## src/rtl/pipe_stage_reg.sv

```systemverilog
// Parametrised inter-stage pipeline register with flush, automatic bubble
// insertion behind a stalled upstream stage, and saturating stall/bubble counters.
module pipe_stage_reg #(
    parameter int DATA_W    = 64,
    parameter int CTRL_W    = 3,
    parameter int STALL_W   = 6,
    parameter int STALL_BIT = 3,
    parameter int BUBBLE_EN = 1,
    parameter int CNT_W     = 16
) (
    input  logic              clk,
    input  logic              rst,
    input  logic [STALL_W-1:0] stall_state,
    input  logic              flush,
    input  logic              in_valid,
    input  logic [CTRL_W-1:0] in_ctrl,
    input  logic [DATA_W-1:0] in_data,
    input  logic              cnt_clr,
    output logic              out_valid,
    output logic [CTRL_W-1:0] out_ctrl,
    output logic [DATA_W-1:0] out_data,
    output logic [CNT_W-1:0]  stall_cnt,
    output logic [CNT_W-1:0]  bubble_cnt
);

    typedef enum logic [1:0] {
        ACT_LOAD,
        ACT_HOLD,
        ACT_BUBBLE,
        ACT_FLUSH
    } action_t;

    localparam logic [CNT_W-1:0] CNT_MAX = '1;
    localparam logic [CNT_W-1:0] CNT_ONE = CNT_W'(1);

    action_t action;
    logic    upstream_stalled;
    logic    unused_stall_bits;

    // The upstream hold bit only exists for a stage that has an upstream neighbour.
    generate
        if (BUBBLE_EN != 0 && STALL_BIT > 0) begin : g_bubble
            assign upstream_stalled = stall_state[STALL_BIT-1];
        end else begin : g_no_bubble
            assign upstream_stalled = 1'b0;
        end
    endgenerate

    // Other stages' hold bits ride on the shared bus but do not affect this one.
    assign unused_stall_bits = ^stall_state;

    // NOTE: the default assignment before the if-chain keeps this purely
    // combinational; leaving any path unassigned would infer a latch.
    always_comb begin
        action = ACT_LOAD;
        if (flush) begin
            action = ACT_FLUSH;
        end else if (stall_state[STALL_BIT]) begin
            action = ACT_HOLD;
        end else if (upstream_stalled) begin
            action = ACT_BUBBLE;
        end
    end

    // NOTE: non-blocking assignments so every register samples pre-edge values,
    // independent of statement order inside the block.
    always_ff @(posedge clk) begin
        if (rst) begin
            out_valid  <= 1'b0;
            out_ctrl   <= '0;
            out_data   <= '0;
            stall_cnt  <= '0;
            bubble_cnt <= '0;
        end else begin
            case (action)
                ACT_LOAD: begin
                    out_valid <= in_valid;
                    out_ctrl  <= in_valid ? in_ctrl : '0;
                    out_data  <= in_data;
                end
                ACT_HOLD: begin
                end
                ACT_BUBBLE, ACT_FLUSH: begin
                    // Payload is left alone; a zero valid/ctrl is enough to kill it.
                    out_valid <= 1'b0;
                    out_ctrl  <= '0;
                end
                default: begin
                end
            endcase

            if (cnt_clr) begin
                stall_cnt  <= '0;
                bubble_cnt <= '0;
            end else begin
                if (action == ACT_HOLD && stall_cnt != CNT_MAX) begin
                    stall_cnt <= stall_cnt + CNT_ONE;
                end
                if ((action == ACT_BUBBLE || action == ACT_FLUSH) && bubble_cnt != CNT_MAX) begin
                    bubble_cnt <= bubble_cnt + CNT_ONE;
                end
            end
        end
    end

endmodule

```

## config.mk

```make
export PLATFORM = sky130hd
export DESIGN_NAME = pipe_stage_reg
export DESIGN_NICKNAME = d
export VERILOG_FILES = /design/src/rtl/pipe_stage_reg.sv
export SDC_FILE = /design/constraint.sdc
export NUM_CORES = 1
export LEC_CHECK = 0
export ABC_AREA = 1
export BUFFER_PORTS_ARGS = -buffer_cell sky130_fd_sc_hd__clkbuf_2
export CAP_MARGIN = 20
export CORE_MARGIN = 3
export CORE_UTILIZATION = 52
export DETAILED_ROUTE_END_ITERATION = 10
export HOLD_SLACK_MARGIN = 0.1
export PLACE_DENSITY = 0.85
export SYNTH_ARGS = -nofsm -noshare
export SYNTH_HDL_FRONTEND = slang
export SYNTH_SLANG_ARGS = --single-unit
```

## constraint.sdc

```tcl
create_clock -name clk -period 3.1 [get_ports clk]
set_input_delay 0.465 -clock clk [delete_from_list [all_inputs] [get_ports clk]]
set_output_delay 0.465 -clock clk [all_outputs]
set_load 0.02 [all_outputs]
```

; After elaboration in Yosys (flattened, before gate mapping)
; Cells that the tools add are included.
[word_totals]
latchBits = 0
word_cells = 25
reg_bits = 100
mem_count = 0
output_inout_bits = 100
input_bits = 78
rom_bits = 0
mem_bits_rw = 0
[op_classes]
n_eq_ne = 5
n_reduce_logical = 7
order_cmp = 0
bitwise_logic = 0
div_mod_pow = 0
mul = 0
shift = 0
mux = 6
add_sub_neg = 2
[op_table]
columns = operator, n
row1 = "adder 16 x 1 -> 16 bit, second input constant", 2
row2 = "!= test 16 bit, second input constant", 2
row3 = 2-to-1 mux 2 bit, 3
row4 = case mux 3 bit (2 select lines), 1
row5 = "equality test 2 bit, second input constant", 2
row6 = OR reduction 2 bit, 2
row7 = 2-to-1 mux 3 bit, 1
row8 = "equality test 2 x 1 -> 1 bit, second input constant", 1
row9 = logical AND 1 bit, 2
row10 = logical NOT 2 bit, 1
row11 = case mux 1 bit (2 select lines), 1
row12 = nonzero test 2 bit, 1
row13 = logical OR 1 bit, 1

; Logic depth before layout (Yosys ltp)
; Gate-level depths: netlist (run 1).
[depth]
depth_word = 6
mapped_depth = 10
mapped_depth_nobuf = 10

; Least setup slack after synthesis (run 1)
; OpenSTA, ideal clock, no wires.
[synth_path]
kind = reg-to-reg
start = reg stall_cnt[0]
end = reg stall_cnt[15]
slack_ps = 1546
period_less_slack_ps = 1554
setup_time_ps = 115
arrival_time_ps = 1439
required_ps = 2985
n_path_buf = 1
stages_incl_launch_ff = 8
path_cell_list = dfxtp_1 ha_1 nand3_4 nor2_8 nand3_4 buf_6 a21oi_1 nor2_1
[synth_via]
elab_chain_cells = 2
elab_cells_between_ends = 3
classes_between = add/sub (1) / eq/ne (1) / reduce/logical (1)
[synth_rtl]
columns = item, line
row1 = from (decl), 22  ; output logic [CNT_W-1:0] stall_cnt,
row2 = from (signal assigned), 97  ; stall_cnt <= stall_cnt + CNT_ONE;
row3 = "parallel branches: the longest is 2 deep, another holds adder 16 x 1 -> 16 bit", --
; Parallel ways; which one is timed is not known.
; A chain may end at the register's enable or synchronous reset.

; Worst setup path in the final report (run 1)
[layout_path]
start = reg bubble_cnt[0]
end = reg bubble_cnt[15]
[layout_via]
elab_chain_cells = 2
elab_cells_between_ends = 3
classes_between = add/sub (1) / eq/ne (1) / reduce/logical (1)
[layout_rtl]
columns = item, line
row1 = from (decl), 23  ; output logic [CNT_W-1:0] bubble_cnt
row2 = from (signal assigned), 100  ; bubble_cnt <= bubble_cnt + CNT_ONE;
row3 = "parallel branches: the longest is 2 deep, another holds adder 16 x 1 -> 16 bit", --
; Parallel ways; which one is timed is not known.

==> flow_metrics.py, run 1 <==
metrics = {
    "worst_setup_path": {
        "r2r_cells": 6,
        "r2r_end": "bubble_cnt[15]$_SDFFE_PP0P_",
        "arrival_ns": 1.90,
        "timing.rr.start": "bubble_cnt[0]$_SDFFE_PP0P_",
        "critPathKind": "flop to flop",
        "r2r_slack_ns": 1.45,
        "cp-start-kind": "flop",
        "end_kind": "flop",
        "required_ns": 3.35,
        "critical_path.max_fanout": 12,
    },
    "clock_tree": {
        "clock_sinks": 100,
        "cts_tree": "built",
        "htreeDepth": 3,
        "numCtsBuffers": 9,
        "cts.path.max_buffers": 2,
        "cts_resized": 0,
        "cts_setup_buffers": 0,
        "path_clk_slew_ns": 0.10,
        "clk_latency_ns": 0.36,
        "postCtsHoldBufs": 0,
        "root_buffer": "clkbuf_8",
    },
    "route": {
        "antenna_left": 0,
        "drcViolationCount": 0,
        "wl_mm": 11.17,
        "dr.pass1.iters": 5,
        "first_iter_violations": 145,
        "via_per_inst": 5.139,
        "wl_per_cell_um": 12.90,
        "vias": 4450,
    },
    "global_route": {
        "grt_overflow": 0,
        "track_usage_pct": 23.88,
        "grt_pass1_vias": 4256,
        "grt_max_degree": 69,
        "antenna_found_initial": 0,
        "grt_first_pass_wirelength_mm": 19.04,
    },
    "sta": {
        "worst_slack_ns": 1.451,
        "tightest_slew_ns": 1.051,
        "rsz0062_at_grt": "false",
        "final.setup.tns_ns": 0,
        "period_share_pct": 53.19,
        "hold_viol": 0,
        "period_minus_slack_ns": 1.649,
        "skew_ns": 0.009303,
        "setup_viol": 0,
        "max-slew-margin-rel_pct": 29.94,
        "fmax_ghz": 0.6065,
        "slew_viol_final": 0,
    },
    "floorplan": {
        "die_w_um": 97.17,
        "rows": 32,
        "start_util_pct": 54.79,
        "core-area_sq_um": 7888,
        "dieHeight_um": 97.17,
        "ios": 178,
        "dieArea_sq_um": 9441,
    },
    "job": {
        "maxCapViolations": 0,
    },
    "logic_synthesis": {
        "synthMuxAreaShare_pct": 0,
        "synth_simple_gate_area_share_pct": 36.33,
        "synth.distinct_cells": 29,
        "syn-num-nets": 677,
        "synth_fa_ha_area_share_pct": 0.5790,
        "synth_seq_cells": 100,
        "synth_top_family_by_area": "simple AND/OR/NAND/NOR gates",
        "synth_area_sq_um": 4322,
        "yosys_warnings": 0,
        "synth_top_area_share_pct": 46.32,
        "synth_compound_area_share_pct": 10.86,
        "synthTopCellsByArea": "dfxtp_1, nor2_1, o21ai_0",
        "ys_seq_area_share_pct": 46.32,
        "synthCells": 597,
        "synth-xor-area-share_pct": 0.2027,
        "yosysTopAreaCell": "dfxtp_1",
        "avgSynthCellArea_sq_um": 7.239,
    },
    "power": {
        "leakagePower_nw": 2.605,
        "ir_drop_mv": 0.2973,
        "p_per_area_nw_per_um2": 489.4,
    },
    "final_layout": {
        "post_route_cells_drive_above_1_share_pct": 29.58,
        "diodes": 0,
        "nNetsFinal": 840,
        "area_delta_synth_final_pct": 26.26,
        "fin_area_sq_um": 5456,
    },
    "place": {
        "placed_cell_area_sq_um": 5196,
        "portBuffers": 173,
        "place_congestion": 0.8728,
        "dp_slack_ns": 1.304,
        "dp_hpwl_mm": 8.074,
    },
    "run_status": {
        "status": "complete, no violations",
    },
    "worst_hold_path": {
        "holdCritStartpoint": "in_data[44]",
        "min_path_cells": 3,
        "hold_end": "out_data[44]$_SDFFE_PP0N_",
        "min_path_type": "primary input to flop",
    },
}
-- worst max path at each step --
stage	start	end	slack (ns)	cells after the start
after floorplan	stall_cnt[0]$_SDFFE_PP0P_	stall_cnt[15]$_SDFFE_PP0P_	1.55	7
after global placement	stall_state[3]	out_data[24]$_SDFFE_PP0N_	1.36	5
after detailed placement	stall_state[3]	out_data[24]$_SDFFE_PP0N_	1.30	5
after CTS	bubble_cnt[0]$_SDFFE_PP0P_	bubble_cnt[15]$_SDFFE_PP0P_	1.46	6
after global routing	bubble_cnt[0]$_SDFFE_PP0P_	bubble_cnt[15]$_SDFFE_PP0P_	1.22	6
final	bubble_cnt[0]$_SDFFE_PP0P_	bubble_cnt[15]$_SDFFE_PP0P_	1.45	6
-- synthesized netlist by cell type (all sizes together) --
master  count
a21oi      23
and2        1
buf        14
clkbuf     10
dfxtp     100
ha          2
inv        28
nand2      88
nand3      31
nand3b      4
nand4       9
nor2      213
nor3        3
o21ai      70
xor2        1
-- routing by layer --
layer,vias to the layer above,wire length [um],global-route usage (%)
met5,-,0,0
met3,25,1034,6.748
li1,2233,-,-
met4,0,268,10.15
met2,186,5503,41.14
met1,2006,4366,27.65
-- final cells by class --
type / instances / area (sq um)
fill: 646 / 2431
multi-input combinational: 445 / 2073
sequential: 100 / 2002
timing repair buffer: 176 / 888.4
clock inverter: 6 / 136.4
tap: 102 / 127.6
clock buffer: 9 / 123.9
inverter: 28 / 105.1
-- placed cells by master, fill, tap and decap left out --
master / count
nor2_1: 203
clkbuf_2: 173
dfxtp_1: 100
nand2_1: 78
o21ai_0: 68
inv_1: 24
nand3_1: 24
a21oi_1: 23
clkbuf_8: 9
nand2_2: 8
nand4_1: 8
nor2_4: 5
nand3_2: 5
inv_2: 4
nor2_2: 4
nand3b_1: 4
bufinv_16: 4
buf_4: 3
nor3_4: 2
nand3_4: 2
nand2_4: 2
ha_1: 2
o21ai_1: 1
nor2_8: 1
nor3_1: 1
and2_1: 1
nand4_2: 1
o21ai_2: 1
xor2_1: 1
clkinvlp_4: 1
inv_6: 1
-- kinds of logic after synthesis --
| group | after synthesis |
|---|---|
| DFF | 100 |
| xor gates and xnor gates | 1 |
| buffers and inverters | 52 |
| AOI/OAI and AO/OA | 93 |
| adders and majority gates | 2 |
| and+or+nand+nor | 349 |
-- per-stage QoR --
step | std cells | hold WS (ns) | total power (W) | util (%)
floorplan | 597 | 0.5341 | 0.001531 | -
global placement | 851 | 0.4530 | 0.001636 | 65.88
detailed placement | 851 | 0.4581 | 0.001646 | 65.88
CTS | 866 | 0.3061 | 0.002699 | 69.18
global route | 866 | 0.3117 | 0.002791 | 69.18
finish | 866 | 0.3202 | 0.002670 | 69.18
-- registers in the layout (all words and copies together) (netlist names) --
register,flops
stall_cnt,16
out_ctrl,3
out_valid,1
out_data,64
bubble_cnt,16
-- worst max-delay path, stage by stage, from the launching register on --
cell,delay (ns)
dfxtp_1,0.40
ha_1,0.24
inv_1,0.10
nor2_1,0.13
nand4_2,0.32
a21oi_1,0.29
nor2_1,0.07
-- power by group --
part / total, W / internal [W] / switching (W) / leakage (nW)
combinational: 0.000263 / 0.0000944 / 0.000168 / 1.66
sequential: 0.00135 / 0.00133 / 0.0000235 / 0.814
clock: 0.00105 / 0.000616 / 0.000439 / 0.126
total: 0.00267 / 0.00204 / 0.000630 / 2.60
Note: power is estimated with default switching activity, not from simulation.
==> run 2, diff against run 1 <==
- CORE_UTILIZATION: 52 -> 43
- PLACE_DENSITY: 0.85 -> 0.76
- clock period: 3.1 -> 1.48 ns (I/O delays scaled with it)
==> run 2 against run 1 <==
Against the previous run: via count increased by 11%; wire length increased by 20%; setup slack got worse by 1.4 ns; total power increased by 95%; highest routed layer unchanged.
==> flow_metrics.py, run 2 (synthesis gave the netlist of run 1 again) <==
metrics = {
    "run_status": {
        "status": "complete, no violations",
    },
    "sta": {
        "period_share_pct": 93.60,
        "max-slew-margin-rel_pct": 71.40,
        "tightest_slew_ns": 0.4257,
        "setup_viol": 0,
        "worst_slack_ns": 0.09478,
        "skew_ns": 0.01001,
        "period_minus_slack_ns": 1.385,
        "fmax_ghz": 0.7219,
        "slew_viol_final": 0,
        "whs_ns": 0.1145,
        "hold_viol": 0,
    },
    "worst_setup_path": {
        "r2r_slack_ns": 0.09,
        "required_ns": 1.78,
        "cp-start-kind": "flop",
        "timing.rr.start": "stall_cnt[8]$_SDFFE_PP0P_",
        "critical_path.max_fanout": 7,
        "r2r_cells": 7,
        "critPathKind": "flop to flop",
        "r2r_end": "stall_cnt[15]$_SDFFE_PP0P_",
        "arrival_ns": 1.69,
        "end_kind": "flop",
    },
    "global_route": {
        "antenna_found_initial": 0,
        "grt_max_degree": 67,
        "grt_pass1_vias": 4683,
        "grt_first_pass_wirelength_mm": 21.27,
        "track_usage_pct": 22.79,
        "grt_overflow": 0,
    },
    "floorplan": {
        "start_util_pct": 45.48,
        "rows": 35,
        "core-area_sq_um": 9503,
        "die_w_um": 106.3,
        "dieArea_sq_um": 11290,
        "dieHeight_um": 106.3,
        "ios": 178,
    },
    "power": {
        "p_per_area_nw_per_um2": 822.1,
        "leakagePower_nw": 2.981,
        "ir_drop_mv": 0.5732,
    },
    "place": {
        "dp_hpwl_mm": 8.458,
        "dp_slack_ns": 0.007931,
        "portBuffers": 173,
        "place_congestion": 0.8769,
    },
    "clock_tree": {
        "root_buffer": "clkbuf_8",
        "cts.path.max_buffers": 2,
        "numCtsBuffers": 9,
        "clk_latency_ns": 0.35,
        "cts_tree": "built",
        "htreeDepth": 3,
        "clock_sinks": 100,
        "path_clk_slew_ns": 0.10,
    },
    "final_layout": {
        "mostFrequentLayoutCells": "nor2_1, clkbuf_2, dfxtp_1",
        "fill_cells": 762,
        "regArea_sq_um": 2023,
        "largest_register_ffs": 64,
        "nNetsFinal": 923,
        "diodes": 0,
        "area_delta_synth_final_pct": 46.76,
        "post_route_cells_drive_above_1_share_pct": 32.19,
        "top_register": "out_data",
        "multi_input_area_sq_um": 2155,
        "layout_commonest_cell": "nor2_1",
        "largestRegisters": "out_data x64, bubble_cnt x16, stall_cnt x16",
    },
    "worst_hold_path": {
        "min_path_type": "primary input to flop",
        "hold_end": "out_data[14]$_SDFFE_PP0N_",
        "holdCritStartpoint": "in_data[14]",
        "min_path_cells": 3,
    },
    "route": {
        "first_iter_violations": 259,
        "dr.pass1.iters": 5,
        "drcViolationCount": 0,
        "antenna_left": 0,
        "wl_mm": 13.38,
        "wl_per_cell_um": 13.69,
        "vias": 4931,
        "via_per_inst": 5.047,
    },
    "job": {
        "maxCapViolations": 0,
    },
}
run 2: cell count changes in the layout (fill, tap and decap cells not counted), moves of 5 or more:
| cell | before | now |
|---|---|---|
| buf_4 | 3 | 17 |
| nor2_1 | 203 | 197 |
| dfxtp_1 | 100 | 85 |
| nor2_2 | 4 | 9 |
| dfxtp_2 | 0 | 14 |
| dlygate4sd3_1 | 0 | 64 |
run 2: critical path: stages, from the launching register on:
cell and delay (ns):
dfxtp_2 0.39, nand2_1 0.14, nor2_4 0.23, buf_4 0.17, nand3_4 0.13, nand3_1 0.13, nand2_1 0.06, nor2_1 0.07
run 2: how the worst max path moves through the flow:
stage	start	end	slack [ns]	depth (start not counted)
2_1_floorplan	bubble_cnt[1]$_SDFFE_PP0P_	bubble_cnt[8]$_SDFFE_PP0P_	0.004	7
3_3_place_gp	stall_cnt[0]$_SDFFE_PP0P_	stall_cnt[1]$_SDFFE_PP0P_	0.07	8
3_5_place_dp	bubble_cnt[3]$_SDFFE_PP0P_	bubble_cnt[15]$_SDFFE_PP0P_	0.008	5
4_1_cts	stall_cnt[0]$_SDFFE_PP0P_	stall_cnt[0]$_SDFFE_PP0P_	0.005	8
5_1_grt	stall_cnt[8]$_SDFFE_PP0P_	stall_cnt[15]$_SDFFE_PP0P_	-0.03	7
6_report	stall_cnt[8]$_SDFFE_PP0P_	stall_cnt[15]$_SDFFE_PP0P_	0.09	7
run 2: final cells by class:
cell class / instances / area share (%)
repair buffers: 258 / 27.03
clock inverters: 7 / 0.9469
flip-flops and latches: 100 / 31.90
clock buffers: 9 / 1.953
inverters: 28 / 1.657
multi-input cells: 446 / 33.97
well taps: 129 / 2.545
run 2: where the power goes:
part,switching [W],total [W],internal [W]
sequential,0.0000538,0.00284,0.00278
clock,0.00100,0.00164,0.000641
combinational,0.000406,0.000735,0.000329
run 2: routing by layer:
layer	vias up	share of wire (%)	GRT usage [%]	routed length, um
met3	41	8.5	5.222	1134
met5	-	0	0	0
li1	2406	-	-	-
met1	2230	38	26.06	5140
met4	0	3.3	11.01	444
met2	254	50	39.91	6660
run 2: timing repair:
action,CTS,global route
gates cloned,0,1
pin swaps,0,3
endpoints found under the setup margin,2,26
hold endpoints to repair,64,0
setup buffers,0,3
hold buffers,64,0
gates resized for setup,1,30
run 2: per-stage QoR:
stage	instances	setup TNS (ns)	power, W	utilization [%]	cell area, sq um
floorplan	597	0	0.003207	-	4324
detailed placement	893	0	0.003474	56.77	5395
finish	977	0	0.005214	66.74	6342
CTS	973	0	0.005252	65.54	6228
global route	977	-0.02534	0.005450	66.74	6342
global placement	893	0	0.003456	56.77	5395
==> run 3, diff against run 2 <==
- PLACE_DENSITY: 0.76 -> 0.81
==> run 3 against run 2 <==
Against the previous run: combinational power is essentially flat; non-clock buffer count grew 2; setup slack lost 0.052 ns; die area is the same; first-iteration DRC count grew 5.8%; sequential share of layout area shrank 0.12 points; utilization shrank 0.25 points; critical path type is now primary input to flop.
==> flow_metrics.py, run 3 (synthesis gave the netlist of run 1 again) <==
metrics = {
    "global_route": {
        "grt_first_pass_wirelength_mm": 21.38,
        "grt.met1_usage_pct": 27.72,
        "grt_overflow": 0,
        "track_usage_pct": 22.91,
        "use_met3_pct": 6.132,
        "grt_max_degree": 45,
        "antenna_found_initial": 0,
        "met2_usage_pct": 37.78,
        "grt_busiest_layer": "met2",
        "grt_pass1_vias": 4700,
    },
    "place": {
        "portBuffers": 173,
        "dp_slack_ns": 0.06167,
        "dp_hpwl_mm": 8.021,
        "place_congestion": 0.8455,
    },
    "final_layout": {
        "nNetsFinal": 925,
        "top_register": "out_data",
        "regArea_sq_um": 2008,
        "fin_util_pct": 66.49,
        "layout_commonest_cell": "nor2_1",
        "mostFrequentLayoutCells": "nor2_1, clkbuf_2, dfxtp_1",
        "post_route_cells_drive_above_1_share_pct": 30.24,
        "multi_input_area_sq_um": 2116,
        "area_delta_synth_final_pct": 46.21,
        "largest_register_ffs": 64,
        "largestRegisters": "out_data x64, bubble_cnt x16, stall_cnt x16",
        "fill_cells": 770,
    },
    "floorplan": {
        "core-area_sq_um": 9503,
        "rows": 35,
        "dieHeight_um": 106.3,
        "dieArea_sq_um": 11290,
        "die_w_um": 106.3,
        "ios": 178,
        "start_util_pct": 45.48,
    },
    "sta": {
        "worst_slack_ns": 0.04323,
        "period_share_pct": 97.08,
        "setup_viol": 0,
        "tightest_slew_ns": 0.3410,
        "slew_viol_final": 0,
        "rsz0062_at_grt": "true",
        "hold_viol": 0,
        "period_minus_slack_ns": 1.437,
        "fmax_ghz": 0.6960,
        "skew_ns": 0.01612,
        "max-slew-margin-rel_pct": 77.27,
    },
    "route": {
        "dr.pass1.iters": 5,
        "via_per_inst": 4.929,
        "drcViolationCount": 0,
        "vias": 4830,
        "wl_mm": 13.04,
        "antenna_left": 0,
        "wl_per_cell_um": 13.31,
        "first_iter_violations": 274,
    },
    "worst_setup_path": {
        "critical_path.max_fanout": 44,
        "critical-path-slowest-cell": "dlygate4sd3_1",
        "path_buf_inv": 4,
        "cp-start-kind": "primary input",
        "arrival_ns": 1.72,
        "critPathKind": "primary input to flop",
        "cpLargestDelayFamily": "buffers and inverters",
        "crit_chain": "dlygate4sd3_1 > clkbuf_2 > inv_1 > buf_4 > o21ai_0 > nor2_1",
        "required_ns": 1.76,
        "critPathMaxStageDelay_ns": 0.55,
        "end_kind": "flop",
    },
    "worst_hold_path": {
        "min_path_type": "primary input to flop",
    },
    "power": {
        "p_per_area_nw_per_um2": 849.2,
        "leakagePower_nw": 2.979,
        "power.total_w": 0.005365,
        "ir_drop_mv": 0.5321,
    },
    "clock_tree": {
        "numCtsBuffers": 9,
        "cts_setup_buffers": 0,
        "path_clk_slew_ns": 0.09,
        "clock_sinks": 100,
        "cts_tree": "built",
        "cts.path.max_buffers": 2,
        "htreeDepth": 3,
        "root_buffer": "clkbuf_8",
        "clk_latency_ns": 0.35,
    },
    "run_status": {
        "status": "complete, no violations",
    },
    "job": {
        "maxCapViolations": 0,
    },
}
[run 3: area by class of cell]
type | instances | share of cell area (%)
inverter | 28 | 1.663
clock buffer | 10 | 2.178
clock inverter | 6 | 1.089
multi-input combinational | 446 | 33.49
sequential | 100 | 31.78
timing repair buffer | 260 | 27.21
antenna | 1 | 0.03960
tap | 129 | 2.554
[run 3: final timing paths]
path / startpoint / to / slack [ns] / cells past startpoint
max: rst / out_data[48]$_SDFFE_PP0N_ / 0.04 / 6
min: in_data[50] / out_data[50]$_SDFFE_PP0N_ / 0.13 / 3
max reg2reg: stall_cnt[0]$_SDFFE_PP0P_ / stall_cnt[7]$_SDFFE_PP0P_ / 0.07 / 6
min reg2reg: out_ctrl[1]$_SDFFE_PP0P_ / out_ctrl[1]$_SDFFE_PP0P_ / 0.48 / 2
[run 3: timing repair]
item                       in CTS  in global routing
setup endpoints to repair       0                 17
hold buffers                   65                  0
gates resized for setup         0                 11
hold endpoints to repair       65                  0
[run 3: metal layers]
layer	up-vias	share of wire, %
li1	2411	-
met1	2166	41
met2	212	48
met3	41	7.8
met4	0	3.2
met5	-	0
[run 3: per-stage QoR]
stage	hold WS, ns	cells	TNS, ns	area (sq um)
after detailed placement	0.4482	897	0	5415
final	0.1347	980	0	6319
after CTS	0.1031	978	0	6272
after global routing	0.1286	979	-0.03887	6316
after floorplan	0.2911	597	0	4324
after global placement	0.4442	897	0	5415
[run 3: worst min-delay path, delay by kind of cell]
kind	cells	cell delay (ns)
AND/OR/NAND/NOR	2	0.14
buffers and inverters	1	0.08
[run 3: where the power goes]
part           internal, W  switching [W]
sequential         0.00278      0.0000526
clock             0.000841       0.000954
combinational     0.000328       0.000406
